**src/rtl/serial_adder.sv**
```systemverilog
// Bit-serial adder/subtractor: one full adder, LSB first, one bit per clock.
// Operands are captured on the accepting edge; the result registers only change on completion.
//
// state | meaning
// IDLE  | waiting for start, last result held on sum/cout/overflow
// RUN   | one operand bit processed per clock, counter selects the bit
// DONE  | result valid and done high for this one cycle; start here chains a new operation
module serial_adder #(
    parameter int WIDTH = 8
) (
    input  logic             clk,
    input  logic             rst,
    input  logic             start,
    input  logic [WIDTH-1:0] a,
    input  logic [WIDTH-1:0] b,
    input  logic             cin,
    input  logic             sub,
    output logic             busy,
    output logic             done,
    output logic [WIDTH-1:0] sum,
    output logic             cout,
    output logic             overflow
);

    localparam int CW = (WIDTH > 1) ? $clog2(WIDTH) : 1;
    localparam logic [CW-1:0] LAST = CW'(WIDTH - 1);

    typedef enum logic [1:0] {IDLE, RUN, DONE} state_t;

    state_t           state, state_nxt;
    logic [WIDTH-1:0] a_q, b_q, acc_q;
    logic [CW-1:0]    cnt_q;
    logic             carry_q;
    logic             bit_s, carry_s, last_s, accept_s;
    logic [WIDTH:0]   shifted_s;

    assign bit_s     = a_q[cnt_q] ^ b_q[cnt_q] ^ carry_q;
    assign carry_s   = (a_q[cnt_q] & b_q[cnt_q]) | (a_q[cnt_q] & carry_q) | (b_q[cnt_q] & carry_q);
    // The new bit enters at the top, so after WIDTH shifts the LSB sits at bit 0.
    assign shifted_s = {bit_s, acc_q};
    assign last_s    = (cnt_q == LAST);
    assign accept_s  = start && (state != RUN);

    always_ff @(posedge clk or posedge rst) begin
        if (rst) begin
            state <= IDLE;
        end else begin
            state <= state_nxt;
        end
    end

    always_comb begin
        state_nxt = state;
        busy      = 1'b0;
        done      = 1'b0;
        case (state)
            IDLE: begin
                if (start) state_nxt = RUN;
            end
            RUN: begin
                busy = 1'b1;
                if (last_s) state_nxt = DONE;
            end
            DONE: begin
                done      = 1'b1;
                state_nxt = start ? RUN : IDLE;
            end
            default: state_nxt = IDLE;
        endcase
    end

    always_ff @(posedge clk or posedge rst) begin
        if (rst) begin
            a_q      <= '0;
            b_q      <= '0;
            acc_q    <= '0;
            cnt_q    <= '0;
            carry_q  <= 1'b0;
            sum      <= '0;
            cout     <= 1'b0;
            overflow <= 1'b0;
        end else if (accept_s) begin
            a_q     <= a;
            b_q     <= sub ? ~b : b;
            carry_q <= sub ? 1'b1 : cin;
            cnt_q   <= '0;
        end else if (state == RUN) begin
            acc_q   <= shifted_s[WIDTH:1];
            carry_q <= carry_s;
            if (last_s) begin
                // carry_q here is the carry into the MSB
                sum      <= shifted_s[WIDTH:1];
                cout     <= carry_s;
                overflow <= carry_q ^ carry_s;
            end else begin
                cnt_q <= cnt_q + CW'(1);
            end
        end
    end

endmodule

```
**config.mk**
```make
export PLATFORM = sky130hd
export DESIGN_NAME = serial_adder
export DESIGN_NICKNAME = d
export VERILOG_FILES = /design/src/rtl/serial_adder.sv
export SDC_FILE = /design/constraint.sdc
export NUM_CORES = 1
export LEC_CHECK = 0
export BUFFER_PORTS_ARGS = -buffer_cell sky130_fd_sc_hd__buf_2
export CORE_ASPECT_RATIO = 0.9
export CORE_MARGIN = 8
export CORE_UTILIZATION = 45
export CTS_CLUSTER_DIAMETER = 150
export DETAILED_ROUTE_END_ITERATION = 8
export PLACE_DENSITY_LB_ADDON = 0.12
export RECOVER_POWER = 100
export SYNTH_ARGS = -nofsm -noshare
export SYNTH_HDL_FRONTEND = slang
export SYNTH_SLANG_ARGS = --single-unit
```
**constraint.sdc**
```tcl
create_clock -name clk -period 2.05 [get_ports clk]
set_input_delay 0.41 -clock clk [delete_from_list [all_inputs] [get_ports clk]]
set_output_delay 0.41 -clock clk [all_outputs]
set_load 0.05 [all_outputs]
```
==> summary.md, run 1 <==
| Metric | Value |
|---|---|
| R2R Path Start | `cnt_q[0]` |
| Maxcap violations | `0` |
| Synthesized area per cell | `~13 µm²` |
| Compound-cell area share of the yosys netlist | `under 10%` |
| Hold Crit Depth | `2` |
| Main flop type after synthesis | `dfrtp_1` |
| RePlAce Congestion | `0.738` |
| TritonCTS Buffers | `5` |
| Critical Path Start | `cnt_q[0]` |
| Met2 Use GR | `a little under a fifth` |
| Core Rows | `21` |
| Vias per inst | `about 5.3` |
| Status | `finished clean` |
| Syn nets | `163` |
| Commonest cells post-synth | `dfrtp_1, nand2_1, o21ai_0, mux2_2, xnor2_1` |
| Fillers | `between 300 and 400` |
| Crit path max fanout | `6` |
| Slowest stage cell, crit path | `mux4_1` |
| Synth area leader | `dfrtp_1` |
| Post-synthesis mux area share | `18.2%` |
| CTS tree | `yes` |
| Layer carrying the most global-route usage | `met2` |
| Antenna Nets Post-Route | `0` |
| Met3 GRT Util | `3.94%` |
| Maximum root-to-sink buffer count | `2` |
| Final setup TNS | `0 ps` |
| Synth Instances | `139` |
| DP Wirelength | `between 2000 and 3000 µm` |
| CTS Hold Buffers Added | `0` |
| Port buffer count | `32` |
| RR Endpoint | `sum[7]` |
| DRC errors left | `0` |
| CP peak stage delay | `570 ps` |
| RSZ-0062 raised after global routing | `no` |
| Htree depth | `2` |
| Die width | `81.8 µm` |
| Worst reg2reg setup slack | `about 95 ps` |
| Total Wirelength | `about 3400 µm` |
| WL/cell | `roughly 16 µm` |
| Postcts setup bufs | `0` |
| Met1 usage | `around 15%` |
| First-pass GRT wire length | `about 5800 µm` |
| Arrival time at the worst endpoint | `2150 ps` |
| CP required | `2250 ps` |
| Top cells by area, synth | `dfrtp_1, mux2_2, mux4_1` |
| Hold_sp | `a[7]` |
| Critical path cell sequence | `mux4_1, mux2i_1, fa_1, o21ai_0` |
| Synth top area share | `approximately 56%` |
| First-pass DRT Iterations | `4` |
| Layout cell share with drive strength beyond 1 | `roughly 28%` |
| Hold Path Class | `in2reg` |
| Largest net degree at the start of global routing | `40` |
| Normalized max-slew margin | `between 30% and 40%` |
| CP bufs+invs | `0` |
| Hold Path End | `a_q[7]` |
| Die H | `roughly 75 µm` |
| Root Driver | `clkbuf_8` |
| Initial antenna violation count | `0` |
| #FFs+latches synth | `39` |
| XOR/XNOR share of the synthesized area | `approximately 4.5%` |
| Final hold slack | `~360 ps` |
| Final Max Slew Viols | `0` |
| Synth Area in Simple Gates | `~8.0%` |
| Count leader, synth | `dfrtp_1` |
| Least-Margin Pin Slew | `roughly 940 ps` |
| Setup Skew | `between 4 and 5 ps` |
| Peak Freq | `between 0.5 and 0.6 GHz` |
| Skew-Pair Late Insertion Delay | `about 280 ps` |
| EDFF count, synth | `0` |
| Synth-to-Final Area Change | `13.4%` |
| Static Leak | `approximately 0.00093 µW` |
| All-layer global routing usage | `12.3%` |
| Pwr/cell area | `between 1500 and 2000 nW/µm²` |
| Minimum clock period | `between 1500 and 2000 ps` |
| Nets | `197` |
| Depth of the most critical reg-to-reg path | `4` |
| GRT overflow | `0` |
| Seq/Total Area, Yosys | `between 50% and 60%` |
| Vias in the first global route | `1213` |
| Kind of cell adding the most delay to the critical path | `multiplexers` |
| Die area | `approximately 6000 µm²` |
| N_diodes | `0` |
| Clock transition at the registers of the reported paths | `70 ps` |
| Main combinational cell family by area after synthesis | `multiplexers` |
| Adder-cell share of the synthesized area | `approximately 2.6%` |
| Startpoint types | `register` |
| Critical path endpoint category | `register` |
| Initial Utilization | `between 40 and 50%` |
| Peak supply drop | `between 0.0005 and 0.0006 V` |
| Period utilization | `between 90 and 100%` |
| Asr flop ratio synth | `between 90% and 100%` |
| Final Hold Fails | `0` |
| Distinct cells, synth | `26` |
| Core box area | `roughly 3700 µm²` |
| Ports | `33` |
| Clk sink count | `39` |
| Final setup viols | `0` |
| Total number of vias | `around 1200` |
| WS Path Type | `reg2reg` |
| Iteration-0 DRC Markers | `50` |
| Netlist Area Pre-Place | `roughly 1800 µm²` |
| Yosys warns | `0` |
## worst max path at each step
| stage | endpoint | slack [ps] | depth (start not counted) |
|---|---|---|---|
| floorplan | acc_q[7] | 200 | 5 |
| global placement | sum[7] | 110 | 4 |
| detailed placement | acc_q[7] | 2 | 4 |
| CTS | sum[7] | 70 | 4 |
| global route | acc_q[7] | 10 | 4 |
| finish | sum[7] | 100 | 4 |
## power breakdown
part | internal, µW | leakage, µW | switching (µW)
clock | 227 | 0.0000371 | 237
combinational | 564 | 0.000414 | 866
sequential | 1140 | 0.000481 | 250
total | 1930 | 0.000932 | 1350
## metal layers
layer,up-vias,part of all wire [%]
met4,0,2.0
met2,28,46
met3,6,5.2
met1,571,47
li1,548,-
met5,-,0
## timing repair
| item | CTS | global route |
|---|---|---|
| setup endpoints to repair | 2 | 0 |
| hold endpoints to repair | 0 | 0 |
| gates resized for setup | 1 | 0 |
## sequential cells by signal (all words and copies together) (netlist names)
name / flops
b_q: 8
a_q: 8
cnt_q: 3
acc_q: 7
sum: 8
cout: 1
carry_q: 1
overflow: 1
state: 2
## cell families after synthesis
logic type,count (synthesis)
xor gates and xnor gates,9
AOI/OAI and AO/OA,25
buffers and inverters,11
and+or+nand+nor,29
DFF,39
muxes,23
adders and majority gates,3
## layout make-up
cell class                 count  area, µm²  area share (%)
multi-input combinational     89        711            35.7
inverter                       5       21.3            1.07
timing repair buffer          33        151            7.61
clock buffer                   6       72.6            3.65
sequential                    39        977            49.1
tap                           46       57.6            2.89
## worst reg2reg max path, delay by kind of cell, from the launching register on
family,cells,cell delay (ps)
flip-flops,1,450
adder cells (fa/ha/maj),1,460
AO/OA/AOI/OAI,1,170
multiplexers,2,790
## layout by cell type, fill, tap and decap left out, drive strengths merged, types with 4 or more instances in the layout
cell type / count
buf: 20
clkbuf: 19
dfrtp: 39
inv: 5
mux2: 17
mux4: 4
nand2: 23
o21ai: 21
xnor2: 8
## metrics by stage
step / power (µW) / instances / instance area [µm²] / setup slack, ps / util (%)
CTS: 3370 / 218 / 2020 / 67.9 / 54.1
detailed placement: 2910 / 212 / 1940 / 2.16 / 52.1
floorplan: 2550 / 139 / 1760 / 204 / -
finish: 3280 / 218 / 1990 / 95.5 / 53.4
global placement: 2830 / 212 / 1940 / 112 / 52.1
global route: 3530 / 218 / 1990 / 13.1 / 53.4
Power figures use the tool's default switching activity.
==> run 2, diff against run 1 <==
--- a/config.mk
+++ b/config.mk
@@ -13,6 +13,7 @@
 export DETAILED_ROUTE_END_ITERATION = 8
 export PLACE_DENSITY_LB_ADDON = 0.12
 export RECOVER_POWER = 100
+export REMOVE_ABC_BUFFERS = 1
 export SYNTH_ARGS = -nofsm -noshare
 export SYNTH_HDL_FRONTEND = slang
 export SYNTH_SLANG_ARGS = --single-unit
==> run 2 against run 1 <==
Compared with the run above:
- via count is 0.17% lower
- sequential power hardly changed
- cell count is 0.92% higher
- critical path type unchanged
- non-clock buffer count stayed put
- critical path depth stayed put
- register-to-register slack better by 40 ps
- first-iteration DRC count is 28% higher
- clock power is 35% higher
- hold slack worse by 2.1 ps
==> summary.md, run 2 (same netlist as run 1, synthesis figures left out) <==
| Metric | Value |
|---|---|
| RR Endpoint | `acc_q[7]` |
| Hold Path End | `a_q[6]` |
| Switching share of power | `39.5% (-1.7 points)` |
| Final setup TNS | `0 ps (unchanged)` |
| Static Leak | `0.000952 µW (+2.1%)` |
| Core Rows | `21 (unchanged)` |
| Pwr/cell area | `1690 nW/µm² (+2.2%)` |
| Depth of the most critical reg-to-reg path | `4 (unchanged)` |
| WL/cell | `14.3 µm (-8.4%)` |
| Final Hold Fails | `0 (unchanged)` |
| Maxcap violations | `0 (unchanged)` |
| Peak supply drop | `0.000641 V (+8.5%)` |
| Core box area | `3730 µm² (unchanged)` |
| Total number of vias | `1151 (-0.17%)` |
| Peak Freq | `0.522 GHz (+2.1%)` |
| Most common cell after layout, fill and taps aside | `dfrtp_1` |
| Register share of total power | `40.0% (-2.3 points)` |
| Fillers | `359 (+5.0%)` |
| Root Driver | `clkbuf_8` |
| RSZ-0062 raised after global routing | `no` |
| Die area | `6160 µm² (unchanged)` |
| Critical path cell sequence | `mux4_1, mux2i_2, fa_1, o21ai_0` |
| Layout Utilization | `54.4% (+1.1 points)` |
| CP peak stage delay | `590 ps (+20 ps)` |
| Crit path max fanout | `6 (unchanged)` |
| Startpoint types | `register` |
| WS Path Type | `reg2reg` |
| Normalized max-slew margin | `36.9% (-0.76 points)` |
| All-layer global routing usage | `11.5% (-0.80 points)` |
| Worst reg2reg setup slack | `140 ps (+40 ps)` |
| Clk network pwr share | `18.3% (+4.2 points)` |
| Clock transition at the registers of the reported paths | `70 ps (about the same)` |
| Antenna Nets Post-Route | `0 (unchanged)` |
| Port buffer count | `32 (unchanged)` |
| Arrival time at the worst endpoint | `2120 ps (-30 ps)` |
| N_diodes | `0 (unchanged)` |
| Minimum clock period | `1910 ps (-40.5 ps)` |
| Total Power | `3420 µW (+4.2%)` |
| GRT overflow | `0 (unchanged)` |
| Regs by FF count | `a_q (8), b_q (8), sum (8)` |
| Period utilization | `93.4% (-2.0 points)` |
| DP Wirelength | `2330 µm (-7.1%)` |
| Skew-Pair Late Insertion Delay | `290 ps (about the same)` |
| Initial antenna violation count | `0 (unchanged)` |
| Clk sink count | `39 (unchanged)` |
| Internal | `2070 µW (+7.2%)` |
| DRC errors left | `0 (unchanged)` |
| CTS tree | `yes` |
| Nets | `197 (unchanged)` |
| Vias in the first global route | `1194 (-1.6%)` |
| Critical Path Start | `cnt_q[0]` |
| Hold_sp | `a[6]` |
| Sw Pwr | `1350 µW (about the same)` |
| Least-Margin Pin Slew | `947 ps (+11.3 ps)` |
| Status | `finished clean` |
| Synth-to-Final Area Change | `15.7%` |
| R2R Path Start | `cnt_q[0]` |
| Layout cell share with drive strength beyond 1 | `29.3% (+1.4 points)` |
| Ports | `33 (unchanged)` |
| Comb power frac | `41.7% (-1.8 points)` |
| Setup Skew | `5.70 ps (+1.02 ps)` |
| Most frequent cells in the layout | `dfrtp_1, nand2_1, o21ai_0` |
| Worst slack, placed | `58.0 ps (+55.8 ps)` |
| Htree depth | `2 (unchanged)` |
| CTS Hold Buffers Added | `0 (unchanged)` |
| Critical path endpoint category | `register` |
| Hold Crit Depth | `2 (unchanged)` |
| Final Max Slew Viols | `0 (unchanged)` |
| CP required | `2260 ps (about the same)` |
| Vias per inst | `5.23 (-1.1%)` |
| TritonCTS Buffers | `5 (unchanged)` |
| First-pass GRT wire length | `5440 µm (-5.5%)` |
| Total Wirelength | `3140 µm (-7.6%)` |
| Die H | `75.3 µm (unchanged)` |
| Slowest stage cell, crit path | `mux4_1` |
| Post-Place Cell Area | `1940 µm² (unchanged)` |
| Maximum root-to-sink buffer count | `2 (unchanged)` |
| Multi-input gate area | `711 µm² (unchanged)` |
| Register area | `977 µm² (unchanged)` |
| Iteration-0 DRC Markers | `64 (+28%)` |
| First-pass DRT Iterations | `5 (+1)` |
| Fin area | `2030 µm² (+2.0%)` |
| Final setup viols | `0 (unchanged)` |
| RePlAce Congestion | `0.707 (-4.2%)` |
| Hold Path Class | `in2reg` |
| Initial Utilization | `47.0% (unchanged)` |
| Die width | `81.8 µm (unchanged)` |
| Largest net degree at the start of global routing | `40 (unchanged)` |
| Worst setup margin | `136 ps (+40.5 ps)` |
## run 2: cell count changes in the layout (fill, tap and decap cells not counted)
cell	delta
bufinv_16	+1
clkbuf_1	-1
clkinv_2	+1
clkinv_4	+1
mux2i_1	-1
mux2i_2	+1
nand3b_1	+1
nand3b_2	-1
## run 2: metal layers
layer,GRT usage (%),up-vias,part of all wire (%)
li1,-,553,-
met1,13.1,573,45
met2,18.7,20,49
met3,5.37,5,5.6
met4,3.50,0,1.3
met5,0,-,0
## run 2: cell type report
| type | instances | share of cell area, % |
|---|---|---|
| tap | 46 | 2.83 |
| timing repair buffer | 33 | 7.46 |
| inverter | 5 | 1.05 |
| clock buffer | 5 | 3.39 |
| clock inverter | 3 | 2.16 |
| multi-input combinational | 89 | 35.0 |
| sequential | 39 | 48.1 |
## run 2: critical path: cells and delay by family, from the launching register on
kind / cells / cell delay, ps
mux: 2 / 780
flops: 1 / 440
fa+ha+maj: 1 / 450
compound gates: 1 / 170
## run 2: worst max path at each step
| stage | endpoint | depth (start not counted) | slack, ps |
|---|---|---|---|
| 2_1_floorplan | sum[7] | 4 | 190 |
| 3_3_place_gp | sum[7] | 4 | 120 |
| 3_5_place_dp | acc_q[7] | 4 | 60 |
| 4_1_cts | acc_q[7] | 4 | 40 |
| 5_1_grt | acc_q[7] | 4 | 40 |
| 6_report | acc_q[7] | 4 | 140 |
## run 2: through the flow
stage / hold slack (ps) / instances
6_report: 354 / 220
5_1_grt: 341 / 220
4_1_cts: 235 / 220
3_5_place_dp: 459 / 212
3_3_place_gp: 458 / 212
2_1_floorplan: 442 / 133
## run 2: timing repair
action,4_1_cts,5_1_grt
setup buffers,0,0
resized for setup,0,2
setup endpoints to repair,0,3
## run 2: power by group through the flow
stage / logic (µW) / registers [µW] / clock network (µW)
floorplan: 863 / 1640 / 0
CTS: 1490 / 1370 / 645
finish: 1430 / 1370 / 626
global route: 1590 / 1420 / 686
global placement: 1440 / 1370 / 0
detailed placement: 1490 / 1390 / 0
